File: src/rtl/read_controller_pkg.sv
`default_nettype none
// ============================================================================
// Module      : read_controller_pkg
// Description : Shared stream type for the UART request/response byte
//               streams seen by read_controller.
//               UART_PACKET fields:
//                 Source      - originator tag of the packet
//                 Destination - target tag of the packet
//                 Length      - number of bytes in the packet
//                 SoP / EoP   - first / last byte of a packet
//                 Data        - payload byte
//                 Valid       - byte qualifier
// Revision    : 1.0 - initial release
// ============================================================================
package read_controller_pkg;

    typedef struct packed {
        logic [7:0] Source;
        logic [7:0] Destination;
        logic [7:0] Length;
        logic       SoP;
        logic       EoP;
        logic [7:0] Data;
        logic       Valid;
    } UART_PACKET;

endpackage
`default_nettype wire

File: src/rtl/read_controller.sv
`default_nettype none
// ============================================================================
// Module      : read_controller
// Description : Serves register read requests that arrive on a UART packet
//               stream. A request is a start-of-packet byte whose Source
//               equals READ_SOURCE; its Data byte is the register address.
//               The controller strobes the register file once, captures the
//               32-bit word, and returns a packet made of the address byte
//               followed by DATA_LENGTH data bytes, most significant first.
//               Every transmitted byte is followed by one idle cycle so the
//               transmitter has time to raise its busy flag.
//
// Ports       : ipClk       - system clock, rising edge
//               ipReset     - synchronous active-high reset (registered
//                             once internally before use)
//               ipRxStream  - received request stream
//               ipRdData    - register data, valid one cycle after the strobe
//               ipTxBusy    - transmitter cannot take a byte
//               opRdEnable  - one-cycle read strobe
//               opRdAddress - register address being read
//               opTxStream  - response stream towards the transmitter
//
// Revision    : 1.0 - initial release
// ============================================================================
module read_controller
    import read_controller_pkg::*;
#(
    parameter int         DATA_LENGTH = 4,
    parameter logic [7:0] READ_SOURCE = 8'h00
) (
    input  logic        ipClk,
    input  logic        ipReset,
    input  UART_PACKET  ipRxStream,
    input  logic [31:0] ipRdData,
    input  logic        ipTxBusy,
    output logic        opRdEnable,
    output logic [7:0]  opRdAddress,
    output UART_PACKET  opTxStream
);

    // ------------------------------------------------------------------------
    // Constants
    // ------------------------------------------------------------------------
    localparam int                 c_cnt_w     = $clog2(DATA_LENGTH + 1);
    localparam logic [c_cnt_w-1:0] c_cnt_load  = c_cnt_w'(DATA_LENGTH);
    localparam logic [c_cnt_w-1:0] c_cnt_last  = c_cnt_w'(1);
    localparam logic [7:0]         c_tx_length = 8'(DATA_LENGTH + 1);
    localparam logic [7:0]         c_tx_dest   = 8'h00;

    typedef enum logic [2:0] {
        ST_IDLE      = 3'd0,
        ST_READ      = 3'd1,
        ST_CAPTURE   = 3'd2,
        ST_SEND_ADDR = 3'd3,
        ST_SEND_DATA = 3'd4,
        ST_GAP       = 3'd5
    } state_t;

    // ------------------------------------------------------------------------
    // Registers and their next-state values
    // ------------------------------------------------------------------------
    logic               reset_q;

    state_t             state_q;
    state_t             state_d;
    // State entered when the one-cycle gap after a transmitted byte ends.
    state_t             return_q;
    state_t             return_d;

    logic               rd_enable_q;
    logic               rd_enable_d;
    logic [7:0]         rd_address_q;
    logic [7:0]         rd_address_d;

    logic [31:0]        shift_q;
    logic [31:0]        shift_d;
    logic [c_cnt_w-1:0] count_q;
    logic [c_cnt_w-1:0] count_d;

    UART_PACKET         tx_q;
    UART_PACKET         tx_d;

    logic               w_request;
    logic               w_last_byte;

    // Request fields that carry no meaning for a read request.
    logic               unused_rx_fields;
    assign unused_rx_fields = ^{ipRxStream.Destination, ipRxStream.Length,
                                ipRxStream.EoP};

    // ------------------------------------------------------------------------
    // Reset is retimed by one flop; everything else sees only reset_q.
    // ------------------------------------------------------------------------
    always_ff @(posedge ipClk) begin
        reset_q <= ipReset;
    end

    assign w_request   = ipRxStream.Valid && ipRxStream.SoP &&
                         (ipRxStream.Source == READ_SOURCE);
    assign w_last_byte = (count_q == c_cnt_last);

    // ------------------------------------------------------------------------
    // Next-state and output logic.
    // All outputs are registered: a byte decided in a SEND state (busy low)
    // becomes visible in the following cycle, which the FSM spends in GAP.
    // tx_d defaults to all-zero, so Valid can never stay high two cycles.
    // ------------------------------------------------------------------------
    always_comb begin
        state_d      = state_q;
        return_d     = return_q;
        rd_enable_d  = 1'b0;
        rd_address_d = rd_address_q;
        shift_d      = shift_q;
        count_d      = count_q;
        tx_d         = '0;

        case (state_q)
            ST_IDLE: begin
                // Only SoP bytes with the read Source start a transaction;
                // anything arriving in other states is dropped.
                if (w_request) begin
                    rd_address_d = ipRxStream.Data;
                    rd_enable_d  = 1'b1;
                    state_d      = ST_READ;
                end
            end

            ST_READ: begin
                // opRdEnable is high during this cycle; the register file
                // answers in the next one.
                state_d = ST_CAPTURE;
            end

            ST_CAPTURE: begin
                shift_d = ipRdData;
                count_d = c_cnt_load;
                state_d = ST_SEND_ADDR;
            end

            ST_SEND_ADDR: begin
                if (!ipTxBusy) begin
                    tx_d.Valid       = 1'b1;
                    tx_d.SoP         = 1'b1;
                    tx_d.Source      = READ_SOURCE;
                    tx_d.Destination = c_tx_dest;
                    tx_d.Length      = c_tx_length;
                    tx_d.Data        = rd_address_q;
                    state_d          = ST_GAP;
                    return_d         = ST_SEND_DATA;
                end
            end

            ST_SEND_DATA: begin
                if (!ipTxBusy) begin
                    tx_d.Valid       = 1'b1;
                    tx_d.EoP         = w_last_byte;
                    tx_d.Source      = READ_SOURCE;
                    tx_d.Destination = c_tx_dest;
                    tx_d.Length      = c_tx_length;
                    tx_d.Data        = shift_q[31:24];
                    shift_d          = {shift_q[23:0], 8'h00};
                    count_d          = count_q - c_cnt_last;
                    state_d          = ST_GAP;
                    return_d         = w_last_byte ? ST_IDLE : ST_SEND_DATA;
                end
            end

            ST_GAP: begin
                state_d = return_q;
            end

            default: begin
                state_d = ST_IDLE;
            end
        endcase
    end

    // ------------------------------------------------------------------------
    // State register. Reset drops any packet in flight without an EoP.
    // ------------------------------------------------------------------------
    always_ff @(posedge ipClk) begin
        if (reset_q) begin
            state_q      <= ST_IDLE;
            return_q     <= ST_IDLE;
            rd_enable_q  <= 1'b0;
            rd_address_q <= 8'h00;
            shift_q      <= 32'h0000_0000;
            count_q      <= '0;
            tx_q         <= '0;
        end else begin
            state_q      <= state_d;
            return_q     <= return_d;
            rd_enable_q  <= rd_enable_d;
            rd_address_q <= rd_address_d;
            shift_q      <= shift_d;
            count_q      <= count_d;
            tx_q         <= tx_d;
        end
    end

    assign opRdEnable  = rd_enable_q;
    assign opRdAddress = rd_address_q;
    assign opTxStream  = tx_q;

endmodule
`default_nettype wire
File: config.mk
export PLATFORM = sky130hd
export DESIGN_NAME = read_controller
export DESIGN_NICKNAME = d
export VERILOG_FILES = /design/src/rtl/read_controller_pkg.sv /design/src/rtl/read_controller.sv
export SDC_FILE = /design/constraint.sdc
export NUM_CORES = 1
export LEC_CHECK = 0
export BUFFER_PORTS_ARGS = -buffer_cell sky130_fd_sc_hd__clkbuf_2
export CORE_UTILIZATION = 48
export CTS_CLUSTER_DIAMETER = 50
export DETAILED_ROUTE_END_ITERATION = 8
export PLACE_DENSITY = 0.88
export SLEW_MARGIN = 20
export SYNTH_ARGS = -nofsm -noshare
export SYNTH_HDL_FRONTEND = slang
export SYNTH_SLANG_ARGS = --single-unit
File: constraint.sdc
create_clock -name ipClk -period 2.2 [get_ports ipClk]
set_clock_uncertainty 0.1 [all_clocks]
set_input_delay 0.11 -clock ipClk [delete_from_list [all_inputs] [get_ports ipClk]]
set_output_delay 0.11 -clock ipClk [all_outputs]
set_load 0.02 [all_outputs]
==> results.ini <==
[sta]
slew-limit-headroom_pct=61.2
finalSetupViolations=0
holdWs_ns=0.316
final_hold_viol_count=0
period_needed_ns=1.98
fin_crit_sh_pct=90.0
rsz0062_at_grt=false
drv_slew=0
fmax_ghz=0.505
worst_slew_pin_slew_ns=0.581
tns_ns=0

[layout]
antenna_cells=0
area_delta_synth_final_pct=35.3
layout-drive-gt1-share_pct=24.1
fillers=390
final_nets=498
fin_area_sq_um=3660

[grt]
overflow=0
grt_max_degree=39
grt_usage_pct=24.5
grt_pass1_wl_microns=11400
antenna_found_initial=0
grt_pass1_vias=2518

[synth]
yosysTopAreaCell=dfxtp_1
synth.area.top_cells=dfxtp_1, nand2_1, a311oi_1
yosys_register_bits=61
synth_edf_count=0
syn_inst=319
synthDistinctLibCells=37
synthTopCellsByCount=nand2_1, dfxtp_1, nor3_1
yosys.area.top_type_share_pct=45.1
ys.flop_type=dfxtp_1
synth.most_common_cell=nand2_1
syn_avg_cell_area_sq_um=8.48
yosysWarnings=0
async_reset_ff_share_pct=0
ys_seq_area_share_pct=45.1
synth.cell_area_sq_um=2710

[critical_path]
worst-path-stages=4
regToRegStartpoint=state_q[2]
cp_data_arrival_time_ns=2.09
cp-start-kind=register
crit_path_max_fanout=24
r2r_cells=4
required_ns=2.31
max_stage_delay_ns=0.63
cp_num_buf_inv=1
endpoint_kind=register
crit_type=reg2reg
crit_chain=or4b_4 > nand2_1 > buf_4 > a311oi_1
crit_start=state_q[2]
slowest_stage=or4b_4
crit_family=simple AND/OR/NAND/NOR gates

[power]
internal-power_w=0.00181
p_seq_share_pct=47.5
p_leak_nw=1.52
comb_power_share_pct=7.8
cellPowerDensity_nw_per_um2=637
swShare_pct=22.4
peakVddDrop_mv=0.451
p_switching_w=0.000522
clkPwrFrac_pct=44.7

[floorplan]
io_pins=114
coreArea_sq_um=5270
die_area_sq_um=5940
core.rowCount=26
die_x_microns=77.1
initial_core_util_pct=51.3
die_h_microns=77.1

[clock_tree]
cts_tree=yes
numCtsBuffers=9
cts_resized=0
cts.clk_slew.worst_paths_ns=0.07
numClockSinks=61
clock_latency_ns=0.34
clockRootBuffer=clkbuf_8
cts_buffer_depth=2
h-tree-depth=3
cts_setup_buffers=0

[min_path]
worstHoldStart=ipReset
min_path_type=in2reg
worstHoldPathCells=2

[routing]
viasPerCell=5.32
route.vias.total=2664
drt_first_pass_iters=5
dr.first_iter.drc_count=204
wl_per_cell_microns=14.1
drtAntennaViolNets=0
drc_errors=0
routed_wl_microns=7060

[placement]
place_congestion=0.784
placed_cell_area_sq_um=3030
portBuffers=74
dp_hpwl_microns=4120

[run_status]
status=complete, no violations

[flow_run]
drv_cap=0

-- area by class of cell --
type	count	area, sq um	area share, %
inverters	6	22.5	0.615
well taps	70	87.6	2.39
repair buffers	125	871	23.8
clock buffers	13	169	4.61
flip-flops and latches	61	1220	33.4
clock inverters	3	42.5	1.16
multi-input cells	223	1250	34.1
-- metal layers --
layer  GRT usage [%]  vias to the layer above  part of all wire, %
li1                -                     1281                    -
met1            27.7                     1229                   39
met2            41.8                      130                   50
met3            7.50                       24                  7.4
met4            12.3                        0                  3.2
met5               0                        -                    0
-- state kept, by name (all words and copies together) (netlist names) --
signal,flops
count_q,3
opRdAddress,8
opRdEnable,1
opTxStream,12
reset_q,1
return_q,1
shift_q,32
state_q,3
-- metrics by stage --
| stage | total power (W) | util (%) | std cells | worst slack (ns) |
|---|---|---|---|---|
| 4_1_cts | 0.00234 | 69.5 | 501 | 0.234 |
| 6_report | 0.00233 | 69.5 | 501 | 0.219 |
| 3_5_place_dp | 0.00125 | 57.5 | 443 | 0.272 |
| 3_3_place_gp | 0.00125 | 57.5 | 443 | 0.321 |
| 2_1_floorplan | 0.00123 | - | 340 | 0.576 |
| 5_1_grt | 0.00240 | 69.5 | 501 | 0.111 |
-- final timing paths --
check | slack (ns) | endpoint
worst max-delay path | 0.22 | shift_q[10]
worst min-delay path | 0.32 | reset_q
worst max register to register | 0.22 | shift_q[10]
worst min register to register | 0.37 | return_q[2]
-- worst reg2reg max path: cells and delay by family, from the launching register on --
family | cells | cell delay (ns)
flops | 1 | 0.60
simple gates | 2 | 0.73
compound gates | 1 | 0.15
buf+inv | 1 | 0.27
-- power groups by stage --
stage | Clock (W) | Sequential [W] | Combinational (W)
after global placement | 0 | 0.00113 | 0.000117
after CTS | 0.00105 | 0.00111 | 0.000177
after floorplan | 0 | 0.00113 | 0.0000956
after detailed placement | 0 | 0.00113 | 0.000118
final | 0.00104 | 0.00111 | 0.000183
after global routing | 0.00110 | 0.00111 | 0.000196
-- cells in the final DEF, fill, tap and decap left out, types with 2 or more instances in the layout --
master and count:
a21oi_1 10, a22oi_1 8, a311oi_1 24, a31oi_1 2
and2_1 2, buf_4 8, clkbuf_2 74, clkbuf_8 12
conb_1 22, dfxtp_1 61, dlygate4sd3_1 42, ha_1 2
inv_1 6, mux2i_1 8, nand2_1 74, nand3_1 10
nor2_1 12, nor3_1 25, nor4_1 2, nor4bb_1 2
o21ai_0 2, or3b_2 2
-- logic make-up (layout without fill, tap and decap cells) --
logic type / Yosys count / after routing / share of synthesized area, %
simple gates: 140 / 140 / 24.9
buf+inv: 56 / 147 / 11.9
other cells: 1 / 22 / 0.139
compound gates: 51 / 51 / 14.1
mux: 8 / 8 / 2.96
fa+ha+maj: 2 / 2 / 0.925
flops: 61 / 61 / 45.1
-- timing repair --
item,4_1_cts,5_1_grt
setup endpoints to repair,0,0
hold endpoints to repair,43,0
hold buffers,42,0
(Power assumes the default switching activity.)
